`src/rtl/loa_error_monitor.sv`:
```
// loa_error_monitor: error statistics for a lower-part OR approximate adder.
// Forms the exact sum of each accepted operand pair and accumulates, over a
// window of WINDOW samples, the sample count, the erroneous-sample count, the
// saturating sum of error distances and the maximum error distance.
// Optional macro LOA_BIAS_ACC_EN adds a signed saturating bias accumulator
// (approx - exact) on output bias_sum.
module loa_error_monitor #(
    parameter int N      = 16,
    parameter int P      = 8,
    parameter int WINDOW = 1024,
    parameter int CNT_W  = 16,
    parameter int ACC_W  = 32
) (
    input  logic             clk,
    input  logic             rst_n,
    input  logic             start,
    input  logic             in_valid,
    output logic             in_ready,
    input  logic [N-1:0]     x,
    input  logic [N-1:0]     y,
    input  logic [N:0]       approx_sum,
    output logic             busy,
    output logic             done,
    output logic [CNT_W-1:0] sample_cnt,
    output logic [CNT_W-1:0] err_cnt,
    output logic [ACC_W-1:0] ed_sum,
    output logic [N:0]       ed_max
`ifdef LOA_BIAS_ACC_EN
    ,
    output logic signed [ACC_W-1:0] bias_sum
`endif
);

    // Wide enough to hold either operand of the saturating add plus a carry.
    localparam int SUM_W = ((ACC_W > N + 1) ? ACC_W : N + 1) + 1;

    // P documents the adder split only; reject an impossible split early.
    if (P > N) begin : g_p_check
        $error("loa_error_monitor: P must not exceed N");
    end
    if (WINDOW < 1 || WINDOW > (2 ** CNT_W) - 1) begin : g_window_check
        $error("loa_error_monitor: WINDOW out of range for CNT_W");
    end

    typedef enum logic [1:0] {IDLE, RUN, DRAIN, DONE} state_t;

    state_t           state_q, state_d;
    logic [CNT_W-1:0] acc_cnt_q, acc_cnt_d;
    logic             drain_q, drain_d;
    logic             done_q, done_d;
    logic             s1_vld_q, s1_vld_d;
    logic [N:0]       exact_q, exact_d;
    logic [N:0]       approx_q, approx_d;
    logic [CNT_W-1:0] sample_cnt_q, sample_cnt_d;
    logic [CNT_W-1:0] err_cnt_q, err_cnt_d;
    logic [ACC_W-1:0] ed_sum_q, ed_sum_d;
    logic [N:0]       ed_max_q, ed_max_d;
    logic [N:0]       ed;
    logic [SUM_W-1:0] sum_w;
    logic             accept;
    logic             clear;

    assign in_ready = (state_q == RUN);
    assign busy     = (state_q == RUN) || (state_q == DRAIN);
    assign accept   = in_valid & in_ready;
    assign clear    = start & ((state_q == IDLE) || (state_q == DONE));

    // Run control: count accepts, then drain the two-deep pipeline.
    always_comb begin
        state_d   = state_q;
        acc_cnt_d = acc_cnt_q;
        drain_d   = drain_q;
        done_d    = 1'b0;
        case (state_q)
            IDLE, DONE: begin
                if (start) begin
                    state_d   = RUN;
                    acc_cnt_d = '0;
                end
            end
            RUN: begin
                if (accept) begin
                    acc_cnt_d = acc_cnt_q + CNT_W'(1);
                    if (acc_cnt_q == CNT_W'(WINDOW - 1)) begin
                        state_d = DRAIN;
                        drain_d = 1'b0;
                    end
                end
            end
            DRAIN: begin
                drain_d = 1'b1;
                if (drain_q) begin
                    state_d = DONE;
                    done_d  = 1'b1;
                    drain_d = 1'b0;
                end
            end
            default: state_d = IDLE;
        endcase
    end

    // Stage 1: capture exact sum and approximate sum on accept only.
    always_comb begin
        s1_vld_d = accept;
        exact_d  = exact_q;
        approx_d = approx_q;
        if (accept) begin
            exact_d  = {1'b0, x} + {1'b0, y};
            approx_d = approx_sum;
        end
    end

    // Stage 2: error distance and statistics update; start clears.
    always_comb begin
        ed           = (exact_q >= approx_q) ? (exact_q - approx_q) : (approx_q - exact_q);
        sum_w        = SUM_W'(ed_sum_q) + SUM_W'(ed);
        sample_cnt_d = sample_cnt_q;
        err_cnt_d    = err_cnt_q;
        ed_sum_d     = ed_sum_q;
        ed_max_d     = ed_max_q;
        if (clear) begin
            sample_cnt_d = '0;
            err_cnt_d    = '0;
            ed_sum_d     = '0;
            ed_max_d     = '0;
        end else if (s1_vld_q) begin
            sample_cnt_d = sample_cnt_q + CNT_W'(1);
            if (ed != '0) err_cnt_d = err_cnt_q + CNT_W'(1);
            ed_sum_d = (sum_w > SUM_W'({ACC_W{1'b1}})) ? {ACC_W{1'b1}} : sum_w[ACC_W-1:0];
            if (ed > ed_max_q) ed_max_d = ed;
        end
    end

    // State and datapath registers.
    always_ff @(posedge clk or negedge rst_n) begin
        if (!rst_n) begin
            state_q      <= IDLE;
            acc_cnt_q    <= '0;
            drain_q      <= 1'b0;
            done_q       <= 1'b0;
            s1_vld_q     <= 1'b0;
            exact_q      <= '0;
            approx_q     <= '0;
            sample_cnt_q <= '0;
            err_cnt_q    <= '0;
            ed_sum_q     <= '0;
            ed_max_q     <= '0;
        end else begin
            state_q      <= state_d;
            acc_cnt_q    <= acc_cnt_d;
            drain_q      <= drain_d;
            done_q       <= done_d;
            s1_vld_q     <= s1_vld_d;
            exact_q      <= exact_d;
            approx_q     <= approx_d;
            sample_cnt_q <= sample_cnt_d;
            err_cnt_q    <= err_cnt_d;
            ed_sum_q     <= ed_sum_d;
            ed_max_q     <= ed_max_d;
        end
    end

    assign done       = done_q;
    assign sample_cnt = sample_cnt_q;
    assign err_cnt    = err_cnt_q;
    assign ed_sum     = ed_sum_q;
    assign ed_max     = ed_max_q;

`ifdef LOA_BIAS_ACC_EN
    localparam int BIAS_W = ((ACC_W > N + 2) ? ACC_W : N + 2) + 1;

    logic signed [ACC_W-1:0]  bias_q, bias_d;
    logic signed [N+1:0]      diff;
    logic signed [BIAS_W-1:0] bias_w;
    logic signed [BIAS_W-1:0] bmax;
    logic signed [BIAS_W-1:0] bmin;

    // Signed bias (approx - exact), clamped to the ACC_W signed range.
    always_comb begin
        diff   = $signed({1'b0, approx_q}) - $signed({1'b0, exact_q});
        bias_w = BIAS_W'(bias_q) + BIAS_W'(diff);
        bmax   = {{(BIAS_W - ACC_W + 1){1'b0}}, {(ACC_W - 1){1'b1}}};
        bmin   = ~bmax;
        bias_d = bias_q;
        if (clear) begin
            bias_d = '0;
        end else if (s1_vld_q) begin
            if (bias_w > bmax)      bias_d = bmax[ACC_W-1:0];
            else if (bias_w < bmin) bias_d = bmin[ACC_W-1:0];
            else                    bias_d = bias_w[ACC_W-1:0];
        end
    end

    // Bias accumulator register.
    always_ff @(posedge clk or negedge rst_n) begin
        if (!rst_n) bias_q <= '0;
        else        bias_q <= bias_d;
    end

    assign bias_sum = bias_q;
`endif

endmodule

```
`config.mk`:
```
export PLATFORM = sky130hd
export DESIGN_NAME = loa_error_monitor
export DESIGN_NICKNAME = d
export VERILOG_FILES = /design/src/rtl/loa_error_monitor.sv
export SDC_FILE = /design/constraint.sdc
export NUM_CORES = 1
export LEC_CHECK = 0
export CORE_AREA = 2 2 163 165
export DETAILED_ROUTE_END_ITERATION = 10
export DIE_AREA = 0 0 165 167
export PLACE_DENSITY = 0.69
export RECOVER_POWER = 50
export REMOVE_ABC_BUFFERS = 1
export SLEW_MARGIN = 10
export SYNTH_ARGS = -nofsm -noshare
export SYNTH_HDL_FRONTEND = slang
export SYNTH_SLANG_ARGS = --single-unit
```
`constraint.sdc`:
```
create_clock -name clk -period 7.63 [get_ports clk]
set_clock_uncertainty 0.1 [all_clocks]
set_input_delay 0.763 -clock clk [delete_from_list [all_inputs] [get_ports clk]]
set_output_delay 0.763 -clock clk [all_outputs]
set_load 0.01 [all_outputs]
```
# After elaboration in Yosys (flattened, before gate mapping)
# Index checks and enable logic that the tools add are counted.
dict set report word_totals {
  ram_bits 0
  latch_bits 0
  out_inout_bits 84
  regBits 136
  rom_bits 0
  memories 0
}
dict set report op_classes {
  n_addsub 7
  n_reduce_logical 15
  shift 0
  n_bitwise 2
  div_mod_pow 0
  order_cmp 3
  n_mux 26
  multipliers 0
  eq_ne 8
}
# op n
set op_table {}
lappend op_table {{16-bit 2-to-1 mux} 7}
lappend op_table {{32-bit 2-to-1 mux} 3}
lappend op_table {{17-bit 2-to-1 mux} 4}
lappend op_table {{16-bit by 1-bit adder with 16-bit output (second input constant)} 3}
lappend op_table {{17-bit subtractor} 2}
lappend op_table {{32-bit by 17-bit adder with 33-bit output} 1}
lappend op_table {{33-bit by 32-bit greater-than comparator with 1-bit output (second input constant)} 1}
lappend op_table {{16-bit one-hot mux with 2 select lines} 1}
lappend op_table {{16-bit by 16-bit adder with 17-bit output} 1}
lappend op_table {{17-bit greater-or-equal comparator} 1}
lappend op_table {{17-bit greater-than comparator} 1}
lappend op_table {{17-bit nonzero test} 1}
lappend op_table {{16-bit by 10-bit equality test with 1-bit output (second input constant)} 1}
lappend op_table {{2-bit nonzero test} 5}
lappend op_table {{2-bit 2-to-1 mux} 4}
lappend op_table {{2-bit one-hot mux with 3 select lines} 1}
lappend op_table {{3-bit AND reduction} 2}
lappend op_table {{1-bit 2-to-1 mux} 5}
lappend op_table {{2-bit equality test (second input constant)} 2}
lappend op_table {{2-bit by 1-bit inequality test with 1-bit output (second input constant)} 2}
lappend op_table {{2-bit inequality test (second input constant)} 2}
lappend op_table {{2-bit AND reduction} 2}
lappend op_table {{4-bit AND reduction} 1}
lappend op_table {{1-bit bitwise AND} 2}
lappend op_table {{5 further kinds} 6}

# Depth between registers and ports, before layout
dict set report logic_depth {
  word_depth 7
  mapped_depth 24
}

# Least setup slack after synthesis
# No wires, ideal clock.
dict set report synth_timing {
  path_kind {reg-to-reg}
  startpoint {register exact_q[4]}
  endpoint {register ed_sum_q[6], in the netlist ed_sum[6]}
  setup_ns 0.142
  path_stages_with_launch 21
  period_less_slack_ns 4.993
  required_time_ns 7.388
  slack_ns 2.637
  arrival_time_ns 4.751
  n_path_buf 3
  cell_sequence {dfrtp_1 -> inv_1 -> ha_1 -> buf_2 -> nand3_2 -> o21bai_1 -> a21o_1 -> a211o_4 -> nand2_8 -> mux2_2 -> fa_1 -> a21o_1 -> a21oi_1 -> o21ai_1 -> a221o_1 -> a2111oi_2 -> o21ai_0 -> nand4_1 -> clkbuf_1 -> clkbuf_1 -> a31oi_1}
}
dict set report synth_via {
  elab_chain_cells 7
  elab_cells_between_ends 9
  classes_between {add/sub (3); order compare (2); mux (4)}
}
# item line
set synth_rtl {}
lappend synth_rtl {{start, declared} 52} ;# logic [N:0] exact_q, exact_d;
lappend synth_rtl {{start signal, assigned} 154} ;# exact_q <= exact_d;
lappend synth_rtl {{17-bit subtractor or 17-bit greater-or-equal comparator (tied branches)} 115} ;# ed = (exact_q >= approx_q) ? (exact_q - approx_q) : (approx_q - exact_q);
lappend synth_rtl {{17-bit 2-to-1 mux (*)} 115}
lappend synth_rtl {{32-bit by 17-bit adder with 33-bit output (*)} 116} ;# sum_w = SUM_W'(ed_sum_q) + SUM_W'(ed);
lappend synth_rtl {{33-bit by 32-bit greater-than comparator with 1-bit output} 129} ;# ed_sum_d = (sum_w > SUM_W'({ACC_W{1'b1}})) ? {ACC_W{1'b1}} : sum_w[ACC_W-1:0];
lappend synth_rtl {{32-bit 2-to-1 mux (*)} 129}
lappend synth_rtl {{32-bit 2-to-1 mux (*)} 126} ;# end else if (s1_vld_q) begin
lappend synth_rtl {{32-bit 2-to-1 mux (*)} 121} ;# if (clear) begin
lappend synth_rtl {{end signal, assigned} 158} ;# ed_sum_q <= ed_sum_d;
lappend synth_rtl {{end, declared} 56} ;# logic [ACC_W-1:0] ed_sum_q, ed_sum_d;
# Mark *: on every way between the ends. The rest lies on a longest branch, timed or not. The select of a mux whose other input is x is not followed.
# A chain may end at the register's enable or synchronous reset.

# Worst setup path after layout
dict set report layout_timing {
  startpoint {register exact_q[11]}
  endpoint {register ed_sum_q[21], in the netlist ed_sum[21]}
}
# The elaborated chain is that of the path after synthesis.

==> flow_metrics.tcl <==
set metrics [dict create \
    slew_headroom_pct -118.6 \
    synth_edf_count 0 \
    post_cts_buffers 0 \
    syn-cell-area_um2 10240 \
    drv_slew 239 \
    path_class "reg2reg" \
    yosysSeqAreaShare_pct 33.24 \
    synth_common_cells "dfrtp_1, nand2_1, o21ai_0, ha_1, nor2_1" \
    crit_start "exact_q[11]" \
    clock_latency_ns 0.42 \
    ir_drop_uv 186.2 \
    crit_path_start_kind "flop" \
    fin_crit_ns 6.442 \
    r2r_start "exact_q[11]" \
    crit_slowest_cell "nand4_1" \
    area_growth_pct 21.20 \
    drt-initial-drc-count 583 \
    fp.dieW_um 165 \
    initial_core_util_pct 39.75 \
    tightest_slew_ns 3.279 \
    ant_nets 0 \
    antenna_found_initial 0 \
    grt_pass1_vias 8661 \
    io_buffer_count 136 \
    ys.flop_type "dfrtp_1" \
    violations "max-capacitance violations, max-slew violations" \
    worstSetupEndpointType "flop" \
    nets 1433 \
    numCtsBuffers 17 \
    hold_viol 0 \
    die-area_um2 27560 \
    cts.path.max_buffers 2 \
    cellPowerDensity_nw_per_um2 363.9 \
    cp_common_cell "and2_1" \
    critical_path_arrival_ns 6.51 \
    crit_end "ed_sum[21]" \
    cp_max_fo 22 \
    ys_ff_latch 136 \
    async_reset_ff_share_pct 100.0 \
    drt-total-wl_um 26310 \
    dr_total_vias 9066 \
    grt_max_degree 76 \
    tns_ns 0 \
    outcome "finished with violations" \
    drive_gt1_share_pct 5.869 \
    die_h_um 167 \
    diodes 0 \
    clk_pin_slew_worst_paths_ns 0.06 \
    r2r_end "ed_sum[21]" \
    p_leak_nw 5.547 \
    route.detailed.drc 0 \
    yosysMostFrequentCell "dfrtp_1" \
    critPathMaxStageDelay_ns 0.67 \
    cts_tree "yes" \
    rrSetupSlack_ns 1.19 \
    maxCapViolations 4 \
    h-tree-depth 4 \
    yosys_warnings 0 \
    grtUsageTotal_pct 19.39 \
    syn-instance-count 1175 \
    synth.area.top_cells "dfrtp_1, ha_1, o21ai_0" \
    setup_ws_ns 1.188 \
    required_ns 7.70 \
    place.detailed.hpwl_um 19280 \
    final-setup-viol-count 0 \
    vias_per_cell 5.562 \
    place_congestion 0.8862 \
    rr_worst_depth 19 \
    rsz0062_at_grt "no" \
    synth_area_leader_cell "dfrtp_1" \
    cts_resized 0 \
    period_share_pct 84.43 \
    hp-class "reg2reg" \
    fmax_mhz 155.2 \
    grt_remaining_overflow 0 \
    cts.sinks 136 \
    grt_first_pass_wirelength_um 43710 \
    crit_path_cell_trace "inv_1, ha_1, nand4_2, nor4_2, a211oi_2, and2_1, nand2_8, mux2_2, fa_1, a21o_1, a21oi_1, o21ai_1, a221o_1, a2111oi_2, o21ai_0, nand4_1, and2_1, and4_1, nor3_1" \
    drtPass1Iterations 5 \
    clockRootBuffer "clkbuf_16" \
    core_um2 25760 \
    synth_top_area_share_pct 33.24 \
    avgSynthCellArea_um2 8.715 \
    ctsHoldBuffers 0 \
    synth.distinct_cells 83 \
    placementRows 59 \
    preCtsSetupSlack_ns 1.412 \
    ios 137 \
    routedWlPerCell_um 16.14 \
]
-- cell type report --
class / count / area (um^2)
clock buffers: 22 / 474.2
clock inverters: 9 / 140.1
fillers: 2426 / 13350
inverters: 80 / 300.3
multi-input cells: 903 / 6265
flip-flops and latches: 136 / 3403
well taps: 335 / 419.2
repair buffers: 145 / 1409
-- how the worst min path moves through the flow --
stage / slack (ns) / to / cells past startpoint / start
6_report: 0.39 / done / 1 / drain_q
5_1_grt: 0.44 / done / 1 / drain_q
4_1_cts: 0.23 / ed_sum[29] / 1 / rst_n
3_5_place_dp: 0.37 / done / 1 / drain_q
3_3_place_gp: 0.37 / done / 1 / drain_q
2_1_floorplan: 0.36 / exact_q[16] / 2 / exact_q[16]
-- state kept, by name, indices dropped and copies added, names as in the netlist --
register	count
ed_sum	32
approx_q	17
ed_max	17
exact_q	17
acc_cnt_q	16
err_cnt	16
sample_cnt	16
state_q	2
done	1
drain_q	1
s1_vld_q	1
-- stage by stage --
step	util, %	hold slack (ns)	instances	instance area, um^2	total power [mW]
floorplan	-	0.3551	1119	9963	2.779
global placement	45.87	0.3725	1599	11820	3.594
detailed placement	45.87	0.3746	1599	11820	3.634
CTS	48.25	0.2315	1630	12430	4.524
global route	48.17	0.4415	1630	12410	4.876
finish	48.17	0.3936	1630	12410	4.516
-- per-layer routing --
layer	vias up	wire length (um)	track usage, %
met3	24	1432	3.611
met1	4305	12290	27.12
li1	4485	-	-
met5	-	0	0
met2	252	12300	31.18
met4	0	279	4.121
-- report_power, final --
part           leakage [nW]  switching [mW]  total (mW)  internal (mW)
logic                  3.68            1.34        2.47           1.13
registers              1.57           0.239        1.17          0.934
clock network         0.293           0.329       0.870          0.541
total                  5.55            1.91        4.52           2.61
-- layout by cell type, fill, tap and decap left out, types with 10 or more instances in the layout --
cell             count
a41oi_1             16
o21a_1              11
xor2_1              30
a21o_1              26
a21oi_1             49
or3_1               15
xnor2_1             19
nor2_1              88
nor2b_1             13
dlygate4sd3_1       15
nand2b_1            10
clkbuf_16           17
nor3_1              19
a211oi_1            25
clkdlybuf4s50_1    120
inv_1               80
ha_1                93
dfrtp_1            136
nand3_1             36
nand2_1             98
nand4_1             21
o21ai_0             93
a31oi_1             29
and3_1              35
mux2i_1             15
-- worst max-delay path, delay by kind of cell, from the launching register on --
family,cells,cell delay (ns)
AOI/OAI and AO/OA,7,1.73
adders and majority gates,2,0.98
DFF,1,0.35
and+or+nand+nor,8,2.54
buffers and inverters,1,0.06
muxes,1,0.42
-- cells by family after synthesis --
family          share of synthesized area (%)
buf+inv                                 5.633
xor+xnor                                4.191
mux                                     1.796
flops                                   33.24
fa+ha+maj                               12.15
simple gates                            20.64
compound gates                          22.36
No activity file was read; power rests on OpenSTA's default activity.
